$ cat config.mk
export PLATFORM = sky130hd
export DESIGN_NAME = regfile_write_scheduler
export DESIGN_NICKNAME = d
export VERILOG_FILES = /design/src/rtl/regfile_write_scheduler.sv
export SDC_FILE = /design/constraint.sdc
export NUM_CORES = 1
export LEC_CHECK = 0
export CAP_MARGIN = 15
export CORE_MARGIN = 5
export CORE_UTILIZATION = 48
export DETAILED_ROUTE_END_ITERATION = 8
export GPL_TIMING_DRIVEN = 0
export PLACE_DENSITY = 0.73
export SYNTH_ARGS = -nofsm -noshare
export SYNTH_HDL_FRONTEND = slang
export SYNTH_SLANG_ARGS = --single-unit
$ cat constraint.sdc
create_clock -name clk -period 2.5 [get_ports clk]
set_input_delay 0.375 -clock clk [delete_from_list [all_inputs] [get_ports clk]]
set_output_delay 0.375 -clock clk [all_outputs]
set_load 0.1 [all_outputs]
$ cat src/rtl/regfile_write_scheduler.sv
// Arbitrates the register-file write port between pipeline writeback and a
// multi-cycle unit, tracking outstanding MC destinations for decode hazards.
module regfile_write_scheduler #(
  parameter int NBits = 32,
  parameter int DEPTH = 2
) (
  input  logic             clk,
  input  logic             reset,
  input  logic             wb_valid,
  input  logic [4:0]       wb_reg,
  input  logic [NBits-1:0] wb_data,
  input  logic             mc_issue,
  input  logic [4:0]       mc_issue_reg,
  input  logic             mc_valid,
  input  logic [4:0]       mc_reg,
  input  logic [NBits-1:0] mc_data,
  output logic             mc_ready,
  input  logic [4:0]       rs_addr,
  input  logic [4:0]       rt_addr,
  input  logic             rs_used,
  input  logic             rt_used,
  output logic             RegWrite,
  output logic [4:0]       WriteRegister,
  output logic [NBits-1:0] WriteData,
  output logic             hazard_stall,
  output logic [2:0]       buf_count,
  output logic             proto_err
);

  localparam int PW = (DEPTH > 1) ? $clog2(DEPTH) : 1;
  localparam logic [PW-1:0] LAST_PTR = PW'(DEPTH - 1);
  localparam logic [2:0]    DEPTH_C  = 3'(DEPTH);

  logic [4:0]       r_fifo_reg  [DEPTH];
  logic [NBits-1:0] r_fifo_data [DEPTH];
  logic [PW-1:0]    r_wr_ptr, r_rd_ptr;
  logic [2:0]       r_count;
  logic [31:0]      r_busy;
  logic             r_regwrite, r_src_mc, r_perr;
  logic [4:0]       r_wreg;
  logic [NBits-1:0] r_wdata;

  logic             w_wb_go, w_accept, w_mc_nz, w_pop, w_push, w_bypass, w_err;
  logic [31:0]      w_busy_set, w_busy_clr;
  logic             w_nxt_we, w_nxt_src;
  logic [4:0]       w_nxt_reg;
  logic [NBits-1:0] w_nxt_data;

  assign mc_ready      = (r_count < DEPTH_C);
  assign buf_count     = r_count;
  assign proto_err     = r_perr;
  assign RegWrite      = r_regwrite;
  assign WriteRegister = r_wreg;
  assign WriteData     = r_wdata;
  assign hazard_stall  = (rs_used && r_busy[rs_addr]) || (rt_used && r_busy[rt_addr]) ||
                         (mc_issue && r_busy[mc_issue_reg]);

  always_comb begin
    w_wb_go  = wb_valid && (wb_reg != '0);
    w_accept = mc_valid && mc_ready;
    w_mc_nz  = (mc_reg != '0);
    w_pop    = !w_wb_go && (r_count != '0);
    w_bypass = !w_wb_go && (r_count == '0) && w_accept && w_mc_nz;
    // Register-0 results complete the handshake but are never stored.
    w_push   = w_accept && w_mc_nz && !w_bypass;

    w_nxt_we   = 1'b0;
    w_nxt_src  = 1'b0;
    w_nxt_reg  = r_wreg;
    w_nxt_data = r_wdata;
    if (w_wb_go) begin
      w_nxt_we   = 1'b1;
      w_nxt_reg  = wb_reg;
      w_nxt_data = wb_data;
    end else if (w_pop) begin
      w_nxt_we   = 1'b1;
      w_nxt_src  = 1'b1;
      w_nxt_reg  = r_fifo_reg[r_rd_ptr];
      w_nxt_data = r_fifo_data[r_rd_ptr];
    end else if (w_bypass) begin
      w_nxt_we   = 1'b1;
      w_nxt_src  = 1'b1;
      w_nxt_reg  = mc_reg;
      w_nxt_data = mc_data;
    end

    // Busy clears once the MC write has actually been presented to the port.
    w_busy_clr = '0;
    if (r_regwrite && r_src_mc) w_busy_clr[r_wreg] = 1'b1;
    w_busy_set = '0;
    if (mc_issue && (mc_issue_reg != '0)) w_busy_set[mc_issue_reg] = 1'b1;

    w_err = (wb_valid && r_busy[wb_reg]) ||
            (w_accept && w_mc_nz && !r_busy[mc_reg]) ||
            (mc_issue && r_busy[mc_issue_reg]);
  end

  always_ff @(posedge clk or negedge reset) begin
    if (!reset) begin
      r_wr_ptr   <= '0;
      r_rd_ptr   <= '0;
      r_count    <= '0;
      r_busy     <= '0;
      r_regwrite <= 1'b0;
      r_src_mc   <= 1'b0;
      r_wreg     <= '0;
      r_wdata    <= '0;
      r_perr     <= 1'b0;
      for (int unsigned i = 0; i < DEPTH; i++) begin
        r_fifo_reg[i]  <= '0;
        r_fifo_data[i] <= '0;
      end
    end else begin
      r_regwrite <= w_nxt_we;
      r_src_mc   <= w_nxt_src;
      r_wreg     <= w_nxt_reg;
      r_wdata    <= w_nxt_data;
      r_busy     <= (r_busy & ~w_busy_clr) | w_busy_set;
      r_count    <= r_count + {2'b00, w_push} - {2'b00, w_pop};
      if (w_err) r_perr <= 1'b1;
      if (w_push) begin
        r_fifo_reg[r_wr_ptr]  <= mc_reg;
        r_fifo_data[r_wr_ptr] <= mc_data;
        r_wr_ptr <= (r_wr_ptr == LAST_PTR) ? '0 : r_wr_ptr + 1'b1;
      end
      if (w_pop) r_rd_ptr <= (r_rd_ptr == LAST_PTR) ? '0 : r_rd_ptr + 1'b1;
    end
  end

endmodule
Yosys cells after proc, flatten, opt, wreduce, memory -nomap -nowiden
Index checks and enable logic that the tools add are counted.
Cells by class
  $add $sub $neg: 4
  $lt $le $gt $ge: 12
  mux-type cells: 40
  bitwise logic cells: 5
  reduce and logical (&&, ||, !) cells: 31
Operator list (number)
  2-to-1 mux 32 bit: 9
  bitwise mux 64 bit: 1
  less-than comparator 5 x 6 -> 1 bit (second input constant): 6
  2-to-1 mux 5 bit: 7
  AND 32 bit: 1
  demux 32 bit (select 1 bit): 1
  inverter 32 bit: 1
  bitwise OR 32 bit: 1
  binary-select mux 1 bit (select 5 bit): 5
  logical AND 1 bit: 18
  nonzero test 5 bit: 3
  2-to-1 mux 1 bit: 13
  bitwise mux 10 bit: 1
  demux 1 bit (select 5 bit): 2
  greater-or-equal comparator 5 x 1 -> 1 bit (second input constant): 2
  nonzero test 3 bit: 2
  demux 5 bit (select 1 bit): 1
  greater-or-equal comparator 2 bit (second input constant): 2
  logical OR 1 bit: 4
  inverter 1 -> 2 bit: 2
  adder 3 x 1 -> 3 bit: 1
  zero test 1 bit: 3
  zero test 3 bit: 1
  less-than comparator 3 x 2 -> 1 bit (second input constant): 1
  3 further kinds: 4
Storage, ports and cells
  register bits: 151
  input bits: 96
  output and inout bits: 44
  logic and storage cells: 105

Depth between registers and ports, before layout
Gate-level depths: netlist of run 1.
  depth in word-level cells: 10
  gate-level depth with buffers: 12
  depth with buffers taken out: 11

Worst setup path after synthesis of run 1
No wires, ideal clock.
  path type: in2out
  start: in rs_addr[2]
  end: out hazard_stall
  arrival: 4.730 ns
  required time: 2.125 ns
  slack: -2.605 ns
  cell stages on the path: 6
  path buffers: 1
  path through: clkbuf_1 -> mux4_2 -> o22ai_1 -> o21ai_0 -> a21oi_1 -> o311ai_0
On the way
  cells in the longest elaborated chain, start to end: 5
RTL lines
  from (decl): line 18  | input logic [4:0] rs_addr,
  binary-select mux 1 bit (select 5 bit): line 55  | assign hazard_stall = (rs_used && r_busy[rs_addr]) || (rt_used && r_busy[rt_addr]) ||
  2-to-1 mux 1 bit (implied by the code): line 55
  logical AND 1 bit: line 55
  logical OR 1 bit (2 in a row): line 55
  to (decl): line 25  | output logic hazard_stall,
No other way between the ends. The select of a mux whose other input is x is not followed.

Worst setup path in the final report of run 1
  start: reg r_busy[25]
  end: out hazard_stall
On the way
  cells in the longest elaborated chain, start to end: 5
  elaborated cells on any way between the ends: 11
  classes of those cells: mux (6); reduce/logical (5)
RTL lines
  from (decl): line 38  | logic [31:0] r_busy;
  from (signal assigned): line 118  | r_busy <= (r_busy & ~w_busy_clr) | w_busy_set;
  binary-select mux 1 bit (select 5 bit): line 55
  2-to-1 mux 1 bit (implied by the code): line 55
  logical AND 1 bit: line 55
  logical OR 1 bit: line 55
  logical OR 1 bit (*): line 55
Mark *: on every way between the ends. The rest lies on a longest branch, timed or not. The select of a mux whose other input is x is not followed.

==> results.json, run 1 <==
{
  "routedWlPerCell_um": 20.9,
  "syn_to_final_growth_pct": 30.1,
  "start_util": 0.487,
  "drive_gt1_frac": 0.253,
  "ys_seq_area_frac": 0.452,
  "hp-class": "in2async",
  "fp.coreArea_um2": 17200,
  "finalCriticalPeriod_ns": 2.71,
  "synth.net_count": 842,
  "drtIter0Drc": 597,
  "cts_hold_buf": 0,
  "nets": 1008,
  "synth_common_cells": "dfrtp_1 (151), nor2_1 (83), a21oi_1 (76), o21ai_0 (66), mux2i_1 (62)",
  "power_switching_mw": 6.80,
  "pwr-share-clk": 0.169,
  "core.rowCount": 48,
  "avgSynthCellArea_um2": 11.3,
  "use_met3": 0.0544,
  "die_h_um": 142,
  "crit_fanout": 6,
  "cp_top_family": "compound AO/OA/AOI/OAI gates",
  "diodes": 0,
  "placed_cells": 1097,
  "io_pins": 140,
  "powerDensity_nw_per_um2": 1370,
  "final_max_slew_viol_count": 0,
  "crit_chain": "mux2i_2 > nor4b_1 > o31a_1 > o41ai_4 > buf_4 > o311ai_4 > buf_12",
  "cts.sinks": 151,
  "hold_violations": 0,
  "fin_ws_ns": -0.214,
  "busiest_layer": "met2",
  "synth_ff_type": "dfrtp_1",
  "cp_slowest_cell": "dfrtp_2",
  "worst_pin_slew_ns": 1.03,
  "fp.dieW_um": 142,
  "synth_top_area_share": 0.452,
  "rr_startpoint": "buf_count[2]",
  "r2r_end": "r_fifo_data[49]",
  "clock_latency_ns": 0.42,
  "maxCapViolCount": 0,
  "period_share": 1.09,
  "use_met1": 0.337,
  "htree_levels": 4,
  "root_buffer": "clkbuf_16",
  "swShare": 0.455,
  "fill_cells": 1406,
  "grt_antenna_before_repair": 0,
  "skew_ns": 0.00923,
  "route.vias.total": 6907,
  "setup_viol": 1,
  "clockBufferDepth": 2,
  "synth-edff-count": 0,
  "p_int_mw": 8.14,
  "synth-async-reset-ratio": 1.00,
  "cts.reportedPaths.clkPinSlew_ns": 0.06,
  "total_power_mw": 14.9,
  "cp.arrival_ns": 2.34,
  "grt_max_degree": 81,
  "end_kind": "output pin",
  "final_util": 0.633,
  "status": "finished, violations left",
  "synth_cell_types": 56,
  "p_seq_frac": 0.315,
  "leakagePower_nw": 4.45,
  "r2r_slack_ns": 0.08,
  "synth_top_area_cell": "dfrtp_1",
  "largest_register": "r_fifo_data",
  "synth_area_leaders": "dfrtp_1 (45%), mux4_2 (7.8%), mux2i_1 (7.4%)",
  "wl_um": 23900,
  "die_area_um2": 20200,
  "ys_warn_count": 0,
  "rsz0062_at_grt": "yes",
  "port_buffers": 129,
  "violations": "negative setup slack",
  "critPathKind": "reg2out",
  "cp.required_ns": 2.12,
  "slowest_delay_ns": 0.48,
  "cp_num_buf_inv": 2,
  "drc": 0,
  "worst-r2r-cell-count": 10,
  "first_pass_iters": 5,
  "whs_ns": 0.0114,
  "track_usage": 0.240,
  "largest_reg_flops": 64,
  "grt_pass1_wl_um": 38200,
  "dpl.hpwl_um": 16500,
  "cts_buffers": 17,
  "synth-seq-cells": 151,
  "via_per_inst": 6.03,
  "overflow": 0,
  "fmax_mhz": 369,
  "grt_pass1_vias": 6923,
  "synth.most_common_cell": "dfrtp_1",
  "synthesis.area_um2": 8360,
  "worst_setup_path_start_kind": "flop",
  "final_cells": 1145,
  "synth_cells": 742,
  "startpoint": "r_busy[25]",
  "gp_congestion": 0.915,
  "grt_use_met2": 0.373,
  "comb_power_share": 0.516,
  "cts_tree": "done",
  "vdd_drop_max_mv": 0.806,
  "slew_headroom": 0.313,
  "antenna_left": 0
}
==> layer usage <==
layer,vias up,wire length [um]
li1,3098,-
met1,3429,10200
met2,327,11400
met3,53,1710
met4,0,571
met5,-,0
==> power by group through the flow <==
stage | Clock [mW] | Combinational [mW] | Sequential (mW)
floorplan | 0 | 3.46 | 6.74
global placement | 0 | 7.39 | 4.65
detailed placement | 0 | 7.50 | 4.67
CTS | 2.57 | 7.60 | 4.68
global route | 2.68 | 8.16 | 4.85
finish | 2.52 | 7.70 | 4.71
==> area by class of cell <==
class | count | area, um^2 | area share
Multi-Input combinational cell | 527 | 4390 | 0.404
Sequential cell | 151 | 3810 | 0.350
Timing Repair Buffer | 147 | 1450 | 0.134
Clock buffer | 21 | 450 | 0.0414
Buffer | 56 | 333 | 0.0306
Tap cell | 225 | 282 | 0.0259
Clock inverter | 10 | 124 | 0.0114
Inverter | 8 | 31.3 | 0.00288
==> what timing repair did <==
action,4_1_cts,5_1_grt
buffers inserted,8,8
resized for setup,44,15
cloned,1,0
pin swaps,5,2
setup endpoints to repair,62,4
==> kinds of logic (layout without fill, tap and decap cells) <==
logic type | count (synthesis) | in the layout | synth area share
XOR/XNOR | 3 | 3 | 0.00314
flip-flops | 151 | 151 | 0.452
AND/OR/NAND/NOR | 140 | 140 | 0.0808
adder cells (fa/ha/maj) | 4 | 4 | 0.00689
AO/OA/AOI/OAI | 210 | 210 | 0.147
multiplexers | 170 | 170 | 0.272
buffers and inverters | 64 | 242 | 0.0374
==> worst max path at each step <==
stage | slack [ns] | to | cells after the start
2_1_floorplan | -0.16 | buf_count[1] | 11
6_report | -0.21 | hazard_stall | 7
3_5_place_dp | -2.00 | hazard_stall | 8
4_1_cts | -0.17 | hazard_stall | 6
3_3_place_gp | -6.30 | buf_count[1] | 1
5_1_grt | -0.25 | hazard_stall | 6
==> through the flow <==
step	instance area, um^2	TNS (ns)	worst slack, ns
6_report	10900	-0.214	-0.214
5_1_grt	10900	-0.582	-0.248
4_1_cts	10800	-0.166	-0.166
3_5_place_dp	10100	-46.36	-2.00
3_3_place_gp	10000	-831.87	-6.30
2_1_floorplan	8460	-0.357	-0.163
==> cell usage in the layout, fill, tap and decap left out, drive strengths merged, types with 5 or more instances in the layout <==
cell / n
mux2: 79
nand3: 7
clkbuf: 55
nand2: 10
mux2i: 62
nand3b: 9
clkdlybuf4s50: 117
dlygate4sd2: 6
a21oi: 77
nor2: 84
a211oi: 38
inv: 8
mux4: 29
buf: 43
o22ai: 6
dfrtp: 151
o21ai: 67
nand2b: 6
clkinvlp: 5
Note: power is estimated with default switching activity, not from simulation.
==> run 2, diff against run 1 <==
--- a/config.mk
+++ b/config.mk
@@ -11,6 +11,7 @@
 export DETAILED_ROUTE_END_ITERATION = 8
 export GPL_TIMING_DRIVEN = 0
 export PLACE_DENSITY = 0.73
+export REMOVE_ABC_BUFFERS = 1
 export SYNTH_ARGS = -nofsm -noshare
 export SYNTH_HDL_FRONTEND = slang
 export SYNTH_SLANG_ARGS = --single-unit
==> results.json, run 2 (synthesis gave the netlist of run 1 again) <==
{
  "hp-class": "in2async",
  "root_buffer": "clkbuf_16",
  "skew_ns": 0.00842,
  "grt_max_degree": 87,
  "route.vias.total": 6651,
  "syn_to_final_growth_pct": 26.8,
  "finalCriticalPeriod_ns": 2.72,
  "die_h_um": 142,
  "routedWlPerCell_um": 20.8,
  "drc": 0,
  "placed_cells": 1054,
  "hold_violations": 0,
  "cp.arrival_ns": 2.34,
  "cts_tree": "done",
  "total_power_mw": 14.7,
  "clockBufferDepth": 2,
  "setup_viol": 1,
  "drive_gt1_frac": 0.222,
  "powerDensity_nw_per_um2": 1390,
  "first_pass_iters": 5,
  "cts.reportedPaths.clkPinSlew_ns": 0.06,
  "diodes": 0,
  "cts_buffers": 17,
  "io_pins": 140,
  "grt_pass1_vias": 6809,
  "rsz0062_at_grt": "yes",
  "fp.dieW_um": 142,
  "cts.sinks": 151,
  "core.rowCount": 48,
  "final_max_slew_viol_count": 0,
  "crit_chain": "dlygate4sd2_1 > or4b_2 > o32a_1 > o221ai_1 > o41ai_4 > o311ai_1 > clkbuf_8",
  "cp_slowest_cell": "or4b_2",
  "slew_headroom": 0.314,
  "final_cell_mix": "dfrtp_1 (145), clkdlybuf4s50_1 (113), nor2_1 (83), a21oi_1 (76), o21ai_0 (66)",
  "slowest_delay_ns": 0.72,
  "antenna_left": 0,
  "htree_levels": 4,
  "port_buffers": 139,
  "layout_commonest_cell": "dfrtp_1",
  "track_usage": 0.234,
  "nets": 960,
  "worst_setup_path_start_kind": "input port",
  "rr_startpoint": "buf_count[1]",
  "maxCapViolCount": 0,
  "vdd_drop_max_mv": 0.932,
  "worst-r2r-cell-count": 12,
  "fill_cells": 1390,
  "r2r_slack_ns": 0.16,
  "wl_um": 22800,
  "cp_top_family": "simple AND/OR/NAND/NOR gates",
  "cp.required_ns": 2.12,
  "gp_congestion": 0.881,
  "clock_latency_ns": 0.42,
  "overflow": 0,
  "dpl.hpwl_um": 14900,
  "drtIter0Drc": 652,
  "cts_hold_buf": 0,
  "violations": "negative setup slack",
  "grt_pass1_wl_um": 37200,
  "fmax_mhz": 368,
  "start_util": 0.487,
  "largest_register": "r_fifo_data",
  "critPathKind": "in2out",
  "status": "finished, violations left",
  "r2r_end": "buf_count[2]",
  "cp_num_buf_inv": 2,
  "fin_ws_ns": -0.218,
  "leakagePower_nw": 4.38,
  "crit_fanout": 16,
  "largest_reg_flops": 64,
  "worst_pin_slew_ns": 1.03,
  "whs_ns": 0.0221,
  "end_kind": "output pin",
  "period_share": 1.09,
  "grt_antenna_before_repair": 0,
  "fp.coreArea_um2": 17200,
  "via_per_inst": 6.06,
  "die_area_um2": 20200,
  "final_cells": 1098
}
-- run 2: cell types whose count changed in the layout (fill, tap and decap cells not counted), moves of 3 or more --
cell	previous run	this run
buf_2	12	4
buf_4	16	11
buf_6	11	1
clkbuf_1	30	1
clkdlybuf4s15_2	0	3
clkdlybuf4s50_1	117	113
clkinvlp_4	5	1
dfrtp_1	133	145
dfrtp_2	16	6
dlygate4sd2_1	6	12
-- run 2: report_power, final --
part	internal (mW)	total [mW]	leakage (nW)	switching, mW
combinational	2.82	7.31	2.31	4.49
sequential	3.65	4.74	1.76	1.09
clock	1.61	2.66	0.301	1.05
total	8.08	14.7	4.38	6.63
-- run 2: final cells by class --
class / count / area, um^2 / area share
clock buffer: 23 / 498 / 0.0470
clock inverter: 9 / 113 / 0.0106
inverter: 8 / 32.5 / 0.00307
multi-input combinational: 529 / 4370 / 0.412
sequential: 151 / 3790 / 0.357
tap: 225 / 282 / 0.0266
timing repair buffer: 153 / 1520 / 0.143
-- run 2: through the flow --
step	setup TNS (ns)	utilization	setup slack, ns	instance area, um^2
6_report	-0.218	0.617	-0.218	10600
2_1_floorplan	-131.41	-	-2.41	8080
3_5_place_dp	-114.23	0.574	-2.02	9860
3_3_place_gp	-972.97	0.568	-5.24	9750
5_1_grt	-0.297	0.617	-0.297	10600
4_1_cts	-0.256	0.615	-0.256	10600
-- run 2: repair_timing --
action,4_1_cts,5_1_grt
cloned,2,0
setup buffers,8,2
hold endpoints to repair,0,0
pin swaps,6,2
gates resized for setup,62,21
setup endpoints to repair,121,19
-- run 2: how the worst max path moves through the flow --
stage                          from           end  slack (ns)  cells after the start
CTS                 mc_issue_reg[1]  hazard_stall       -0.26                      7
detailed placement  mc_issue_reg[0]  hazard_stall       -2.02                      7
finish              mc_issue_reg[1]  hazard_stall       -0.22                      7
global route             r_busy[31]  hazard_stall       -0.30                      6
floorplan                rs_addr[0]  hazard_stall       -2.41                      5
global placement              reset     r_busy[2]       -5.24                      1
-- run 2: routing by layer --
layer	wire length, um	vias to the layer above	global-route usage
met2	10500	283	0.357
met1	9580	3297	0.304
li1	-	3008	-
met3	2110	63	0.0884
met5	0	-	0
met4	677	0	0.0914
